### src/rtl/register_bank.sv
// Addressed register file with CLR/LOAD/INC/DEC op port, two async read ports and a CARRY pulse.
// Optional build macro REGBANK_SATURATE_EN: INC/DEC saturate at the range ends instead of wrapping.
module register_bank_cell #(
    parameter int WIDTH = 19
) (
    input  logic             CLK,
    input  logic             RST_N,
    input  logic             we,
    input  logic [WIDTH-1:0] d,
    output logic [WIDTH-1:0] q
);
    always_ff @(posedge CLK) begin
        if (!RST_N)  q <= '0;
        else if (we) q <= d;
    end
endmodule

module register_bank #(
    parameter int WIDTH  = 19,
    parameter int DEPTH  = 8,
    parameter int ADDR_W = 3
) (
    input  logic              CLK,
    input  logic              RST_N,
    input  logic [ADDR_W-1:0] ADDR,
    input  logic [WIDTH-1:0]  inpData,
    input  logic              LOAD,
    input  logic              INC,
    input  logic              DEC,
    input  logic              CLR,
    input  logic [ADDR_W-1:0] RADDR_A,
    input  logic [ADDR_W-1:0] RADDR_B,
    output logic [WIDTH-1:0]  opDataA,
    output logic [WIDTH-1:0]  opDataB,
    output logic              ZERO_A,
    output logic              CARRY
);
    logic [DEPTH-1:0][WIDTH-1:0] regs;
    logic [DEPTH-1:0]            sel;
    logic [WIDTH-1:0]            cur, wdata;
    logic                        we, carry_d, at_max, at_zero;

    // Address decode doubles as the range check: no select bit means ADDR >= DEPTH.
    always_comb begin
        sel = '0;
        cur = '0;
        for (int i = 0; i < DEPTH; i++) begin
            if (ADDR == ADDR_W'(i)) begin
                sel[i] = 1'b1;
                cur    = regs[i];
            end
        end
    end

    assign at_max  = &cur;
    assign at_zero = ~|cur;

    always_comb begin
        we      = 1'b0;
        wdata   = cur;
        carry_d = 1'b0;
        if (|sel) begin
            if (CLR) begin
                we    = 1'b1;
                wdata = '0;
            end else if (LOAD) begin
                we    = 1'b1;
                wdata = inpData;
            end else if (INC) begin
                we      = 1'b1;
                carry_d = at_max;
`ifdef REGBANK_SATURATE_EN
                wdata   = at_max ? cur : cur + WIDTH'(1);
`else
                wdata   = cur + WIDTH'(1);
`endif
            end else if (DEC) begin
                we      = 1'b1;
                carry_d = at_zero;
`ifdef REGBANK_SATURATE_EN
                wdata   = at_zero ? cur : cur - WIDTH'(1);
`else
                wdata   = cur - WIDTH'(1);
`endif
            end
        end
    end

    for (genvar g = 0; g < DEPTH; g++) begin : g_reg
        register_bank_cell #(.WIDTH(WIDTH)) u_cell (
            .CLK  (CLK),
            .RST_N(RST_N),
            .we   (we & sel[g]),
            .d    (wdata),
            .q    (regs[g])
        );
    end

    always_ff @(posedge CLK) begin
        if (!RST_N) CARRY <= 1'b0;
        else        CARRY <= carry_d;
    end

    // Reads are unbypassed: a same-cycle write shows up only after the edge.
    always_comb begin
        opDataA = '0;
        opDataB = '0;
        for (int i = 0; i < DEPTH; i++) begin
            if (RADDR_A == ADDR_W'(i)) opDataA = regs[i];
            if (RADDR_B == ADDR_W'(i)) opDataB = regs[i];
        end
    end

    assign ZERO_A = (opDataA == '0);
endmodule

### config.mk
export PLATFORM = sky130hd
export DESIGN_NAME = register_bank
export DESIGN_NICKNAME = d
export VERILOG_FILES = /design/src/rtl/register_bank.sv
export SDC_FILE = /design/constraint.sdc
export NUM_CORES = 1
export LEC_CHECK = 0
export CORE_MARGIN = 4
export CORE_UTILIZATION = 40
export CTS_BUF_LIST = sky130_fd_sc_hd__clkbuf_4
export CTS_CLUSTER_SIZE = 14
export DETAILED_ROUTE_END_ITERATION = 7
export SLEW_MARGIN = 40
export SYNTH_ARGS = -nofsm -noshare
export SYNTH_HDL_FRONTEND = slang
export SYNTH_SLANG_ARGS = --single-unit
### constraint.sdc
create_clock -name CLK -period 8.4 [get_ports CLK]
set_input_delay 1.68 -clock CLK [delete_from_list [all_inputs] [get_ports CLK]]
set_output_delay 1.68 -clock CLK [all_outputs]
set_load 0.005 [all_outputs]
==> key figures, run 1 <==
Place
  • Placed insts: 1679
  • Post-placement setup slack: 1.63 ns
  • Hpwl dp: 28900 µm
  • IO buf count: 73
  • Final RePlAce weighted congestion: 0.967

Route
  • DR vias/cell: 6.31
  • DR pass1 iterations: 6
  • Routed wire length: 41800 µm
  • Drt drc: 0
  • DR vias: 10816
  • Detail Route Antenna Nets: 0
  • WL per Instance: 24.4 µm
  • Initial drt markers: 1339

Timing
  • FMAX: 146 MHz
  • Final period util: 81.6%
  • Worst slew margin: 40.6%
  • RSZ-0062 raised after global routing: no
  • Worst-Margin Slew: 0.887 ns
  • Setup WS post-layout: 1.54 ns
  • Final Max Tran Viols: 0
  • Fin crit period: 6.86 ns
  • Total negative slack: 0 ns
  • Setup Viol. Count Final: 0
  • Final hold violation count: 0
  • Clock skew after layout: 0.0300 ns

Clock network
  • Reg clk slew, reported paths: 0.14 ns
  • CTS tree: yes
  • Clock sink count: 153
  • Clk root buf: clkbuf_4
  • Cts repair resizes: 0
  • CTS Buf Count: 17
  • Clock Latency Late Sink: 0.62 ns
  • CTS Buffer Depth: 2
  • H-tree depth: 4
  • Post-CTS Hold Buffers: 0
  • Postcts setup bufs: 0

Setup path
  • CP startpoint: RADDR_A[1]
  • Critical path peak fanout: 38
  • Critical path class: in -> out
  • CP Cell Sequence: buf_2 > nand3b_1 > o21ai_0 > nand2_1 > nor4_1 > nand4_1 > nor4_1 > clkdlybuf4s50_1
  • CP arrival: 5.18 ns
  • Most common cell on crit path: nor4_1
  • CP startpoint kind: input port
  • Worst path slowest cell: nand3b_1
  • Worst EP required: 6.72 ns
  • Crit path largest cell delay: 0.73 ns
  • Worst Setup End Kind: primary output
  • Crit Reg-Reg Startpoint: g_reg[6].u_cell.q[3]$_SDFFE_PN0P_

Power and ir drop
  • Power Dens Cells: 140 nW/µm²
  • Worst vdd ir: 0.0000811 V
  • Leakage dissipation: 4.01 nW

Cells and area
  • Fraction of layout cells with a size suffix above 1: 9.11%
  • Final cell count without fillers: 1714
  • Multi-input gate area: 6680 µm²
  • P&R area growth vs syn: 11.4%
  • Fill count: 2596
  • # nets final: 1406
  • Register area: 3060 µm²

Yosys
  • Post-synthesis sequential area ratio: 29.9%
  • Syn avg cell area: 7.50 µm²
  • Synth Instances: 1367
  • Number of synthesized flops with an enable pin: 0
  • Net Count, Synth: 1403
  • Asr flop ratio synth: 0%
  • Most used flip-flop cell after synthesis: dfxtp_1
  • Synth cell types: 72
  • Number of register bits inferred by synthesis: 153
  • Synth Warn #: 0
  • Mapped Area: 10300 µm²

Global routing
  • Met1 Resource Use GR: 39.3%
  • Most Used Layer, Global Route: met2
  • Initial antenna violation count: 1
  • Largest net degree at the start of global routing: 103
  • First-pass GRT wire length: 62500 µm
  • Overflow after GRT: 0
  • Vias in the first global route: 9820
  • Met3 GRT Util: 5.05%
  • GR Util All Layers: 28.6%
  • Met2 GRT Util: 44.4%

Run
  • Max Cap Viol: 0

Floorplanning
  • Die height: 168 µm
  • Die Width: 168 µm
  • Row cnt: 58
  • Initial Util: 40.7%
  • Top Ports: 74
  • Die ar.: 28300 µm²
  • Total core area: 25200 µm²

Worst hold path
  • Hold Path Class: reg -> reg
  • Hold Path Origin: g_reg[0].u_cell.q[0]$_SDFFE_PN0P_

Status
  • Status: completed
kinds of logic (layout without fill, tap and decap cells):
family	count (synthesis)	in the layout	share of synthesized area [%]
adders and majority gates	2	2	0.244
xor gates and xnor gates	11	11	0.939
DFF	153	153	29.9
and+or+nand+nor	556	556	24.7
AOI/OAI and AO/OA	431	431	27.9
other	0	1	0
buffers and inverters	127	143	5.32
muxes	87	87	11.1
final timing paths:
| path | to | slack, ns | cells past startpoint |
|---|---|---|---|
| setup / recovery | ZERO_A | 1.54 | 8 |
| hold / removal | g_reg[0].u_cell.q[0]$_SDFFE_PN0P_ | 0.51 | 2 |
| setup reg to reg | g_reg[5].u_cell.q[17]$_SDFFE_PN0P_ | 4.61 | 9 |
| hold reg to reg | g_reg[0].u_cell.q[0]$_SDFFE_PN0P_ | 0.51 | 2 |
report_power, final:
part	internal (mW)	total, mW	switching, mW
registers	0.740	0.758	0.0178
logic	0.104	0.311	0.207
clock network	0.195	0.533	0.339
critical path, delay by kind of cell:
kind	cells	cell delay (ns)
AO/OA/AOI/OAI	1	0.39
buffers and inverters	2	1.15
AND/OR/NAND/NOR	5	1.92
registers in the layout (all words and copies together) (netlist names):
signal,cells
CARRY,1
g.u_cell.q,152
layout make-up:
cell class	count	share of cell area (%)
Antenna cell	1	0.0219
Clock buffer	17	1.12
Clock inverter	15	1.69
Inverter	11	0.361
Multi-Input combinational cell	1087	58.5
Sequential cell	153	26.8
Tap cell	330	3.61
Timing Repair Buffer	100	7.89
cell usage after synthesis, drive strengths merged, types with 6 or more instances:
cell / n / share of area, %
nand2: 252 / 9.2
o21ai: 161 / 8.2
dfxtp: 153 / 30
nand3: 112 / 5.5
nor2: 93 / 3.4
clkbuf: 81 / 3.0
a21oi: 61 / 3.0
mux2i: 55 / 5.4
a21boi: 49 / 3.6
buf: 35 / 2.0
o221ai: 29 / 2.5
a22o: 27 / 2.3
mux4: 20 / 4.4
a22oi: 18 / 1.3
nor2b: 16 / 0.98
o211ai: 16 / 1.2
a21o: 15 / 1.1
nand2b: 15 / 0.91
and2: 13 / 0.79
mux2: 12 / 1.3
a31oi: 10 / 0.61
and3: 8 / 0.54
inv: 8 / 0.29
nor4: 8 / 0.49
o31ai: 8 / 0.59
xnor2: 8 / 0.68
nand3b: 7 / 0.55
o22ai: 7 / 0.43
nand4: 6 / 0.37
nor3: 6 / 0.29
cell usage in the layout, fill, tap and decap left out, types with 10 or more instances in the layout:
cell and n:
dfxtp_1 153, and2_1 12, nand2_1 249, mux2i_1 55, a22oi_1 18, a22o_1 27, buf_4 28, a21o_1 15
o211ai_1 16, o221ai_1 29, mux2_2 10, o21ai_0 150, nor2_1 93, a21oi_1 60, a21boi_0 48, clkdlybuf4s50_1 63
nand3_1 112, nand2b_1 15, a31oi_1 10, mux4_2 20, clkbuf_4 18, nor2b_1 13
metal layers:
metal / share of wire, % / routed length, µm
met1: 42 / 17600
met3: 8.9 / 3740
met2: 45 / 18600
met5: 0 / 0
met4: 4.4 / 1840
stage by stage:
stage | hold slack [ns] | area [µm²] | util (%) | power, mW
finish | 0.511 | 11400 | 45.4 | 1.60
global route | 0.536 | 11400 | 45.4 | 1.66
CTS | 0.506 | 11400 | 45.2 | 1.60
detailed placement | 0.493 | 11100 | 44.0 | 1.07
global placement | 0.480 | 11000 | 43.8 | 1.07
floorplan | 0.459 | 10300 | - | 0.952
No activity file was read; power rests on OpenSTA's default activity.
==> inputs of run 2 (changes only) <==
Clock period 8.4 ns to 6 ns, I/O delays scaled along.
==> run 2 against run 1 <==
  * The flow now finishes with violations (DRC)
  * Clock skew increased by 0.0059 ns
  * Critical endpoint unchanged
  * Highest routed layer unchanged
  * Largest power group unchanged
  * Cell count increased by 1.5%
  * Critical path depth increased by 2
  * Sequential share of layout area decreased by 0.41 points
==> key figures, run 2 (same netlist as run 1, synthesis figures left out) <==
Status
  • Status: finished with violations
  • Violated checks: DRC

Floorplanning
  • Die Width: 168 µm (unchanged)
  • Top Ports: 74 (unchanged)
  • Die height: 168 µm (unchanged)
  • Initial Util: 40.7% (unchanged)
  • Row cnt: 58 (unchanged)
  • Die ar.: 28300 µm² (unchanged)
  • Total core area: 25200 µm² (unchanged)

Cells and area
  • Most flop-heavy register: g.u_cell.q
  • # nets final: 1430 (+1.7%)
  • Final instance area: 11600 µm² (+1.5%)
  • Post-layout util: 46.1% (+0.70 points)
  • Commonest non-fill, non-tap cells in the layout: 249 x nand2_1, 153 x dfxtp_1, 150 x o21ai_0
  • P&R area growth vs syn: 13.1%
  • Most common cell after layout, fill and taps aside: nand2_1
  • Max reg flops: 152 (unchanged)
  • Top flop regs: g.u_cell.q x152, CARRY x1
  • Fraction of layout cells with a size suffix above 1: 10.5% (+1.4 points)
  • Final cell count without fillers: 1739 (+1.5%)
  • Fill count: 2532 (-2.5%)

Setup path
  • Delay-heaviest family, CP: simple AND/OR/NAND/NOR gates
  • Worst Setup End Kind: primary output
  • CP Cell Sequence: buf_2 > buf_4 > nand2b_1 > buf_4 > o21ai_0 > a22oi_1 > nor4_1 > nand4_1 > nor4_1 > clkdlybuf4s50_1
  • Critical path peak fanout: 18 (-53%)
  • Buf/Inv on CP: 4 (+2)
  • Crit path largest cell delay: 0.57 ns (-0.16 ns)
  • Critical path class: in -> out
  • CP arrival: 4.34 ns (-0.84 ns)
  • Worst path slowest cell: nor4_1
  • Worst EP required: 4.80 ns (-1.92 ns)
  • Worst Reg-to-Reg Cells: 9 (unchanged)
  • CP startpoint kind: input port
  • CP Depth: 10 (+2)

Clock network
  • Reg clk slew, reported paths: 0.16 ns (+0.02 ns)
  • H-tree depth: 4 (unchanged)
  • Clock sink count: 153 (unchanged)
  • Clk root buf: clkbuf_4
  • CTS Buf Count: 17 (unchanged)
  • Post-CTS Hold Buffers: 0 (unchanged)
  • CTS Buffer Depth: 2 (unchanged)
  • Postcts setup bufs: 0 (unchanged)
  • CTS tree: yes
  • Clock Latency Late Sink: 0.60 ns (-0.02 ns)
  • Cts repair resizes: 0 (unchanged)

Timing
  • Worst slew margin: 38.1% (-2.6 points)
  • Final hold violation count: 0 (unchanged)
  • Clock skew after layout: 0.0359 ns (+0.00590 ns)
  • Fin crit period: 5.54 ns
  • Worst-Margin Slew: 0.927 ns (+0.0399 ns)
  • RSZ-0062 raised after global routing: no
  • Final period util: 92.3%
  • Setup WS post-layout: 0.460 ns (-1.08 ns)
  • Final Max Tran Viols: 0 (unchanged)
  • Setup Viol. Count Final: 0 (unchanged)
  • Total negative slack: 0 ns (unchanged)
  • Min Hold Slack: 0.520 ns (+0.00906 ns)
  • FMAX: 180 MHz

Route
  • WL per Instance: 24.5 µm (+0.36%)
  • DR vias: 11065 (+2.3%)
  • Detail Route Antenna Nets: 0 (unchanged)
  • DR pass1 iterations: 8 (+2)
  • Initial drt markers: 1366 (+2.0%)
  • DR vias/cell: 6.36 (+0.83%)
  • Routed wire length: 42600 µm (+1.8%)
  • Drt drc: 2 (+2)

Place
  • Post-placement setup slack: 0.585 ns (-1.05 ns)
  • Placed inst area: 11300 µm² (+1.7%)
  • IO buf count: 73 (unchanged)
  • Placed insts: 1705 (+1.5%)
  • Hpwl dp: 30100 µm (+3.9%)
  • Final RePlAce weighted congestion: 0.980 (+1.3%)

Global routing
  • First-pass GRT wire length: 64500 µm (+3.1%)
  • Overflow after GRT: 0 (unchanged)
  • GR Util All Layers: 29.3% (+0.72 points)
  • Initial antenna violation count: 1 (unchanged)
  • Largest net degree at the start of global routing: 81 (-21%)
  • Vias in the first global route: 10246 (+4.3%)

Run
  • Max Cap Viol: 0 (unchanged)

Power and ir drop
  • Power Dens Cells: 196 nW/µm² (+40%)
  • Worst vdd ir: 0.000135 V (+66%)
  • Total power draw: 2.28 mW (+42%)
  • Leakage dissipation: 4.11 nW (+2.5%)

Worst hold path
  • Worst hold stages: 2 (unchanged)
  • Hold Path Class: reg -> reg
## run 2: changes by cell type in the layout (fill, tap and decap cells not counted), sizes merged
cell	previous run	this run
clkinv	4	6
buf	36	61
inv	19	12
bufinv	2	4
clkinvlp	1	3
diode	1	2
## run 2: routing by layer
layer	part of all wire, %	vias up	track usage, %
met5	0	-	0
met4	5.3	0	12.9
met3	9.2	151	6.01
met2	44	646	46.3
met1	41	5238	38.8
li1	-	5030	-
## run 2: power breakdown
part	switching, mW	total (mW)	internal, mW
Combinational	0.296	0.450	0.154
Sequential	0.0247	1.06	1.04
Clock	0.430	0.768	0.338
## run 2: path summary, 6_finish.rpt
| check | start | endpoint | slack, ns |
|---|---|---|---|
| worst min register to register | g_reg[0].u_cell.q[3]$_SDFFE_PN0P_ | g_reg[0].u_cell.q[3]$_SDFFE_PN0P_ | 0.52 |
| worst max register to register | g_reg[6].u_cell.q[3]$_SDFFE_PN0P_ | g_reg[1].u_cell.q[17]$_SDFFE_PN0P_ | 2.26 |
| worst min-delay path | g_reg[0].u_cell.q[3]$_SDFFE_PN0P_ | g_reg[0].u_cell.q[3]$_SDFFE_PN0P_ | 0.52 |
| worst max-delay path | RADDR_A[1] | ZERO_A | 0.46 |
## run 2: worst min-delay path: stages (launching register included)
cell and delay (ns):
dfxtp_1 0.36, nand2_1 0.06, a21boi_0 0.07
## run 2: final cells by class
type	instances	area [µm²]	share of cell area [%]
Antenna cell	2	5.00	0.0431
Clock buffer	18	135	1.16
Clock inverter	14	194	1.67
Inverter	11	41.3	0.356
Multi-Input combinational cell	1087	6680	57.6
Sequential cell	153	3060	26.4
Tap cell	330	413	3.56
Timing Repair Buffer	124	1070	9.19
==> inputs of run 3 (changes only) <==
Settings changed: SETUP_SLACK_MARGIN set to 0.02.
==> results of run 3 <==
Same layout as run 2: the final DEF is identical, and so are final timing and power.
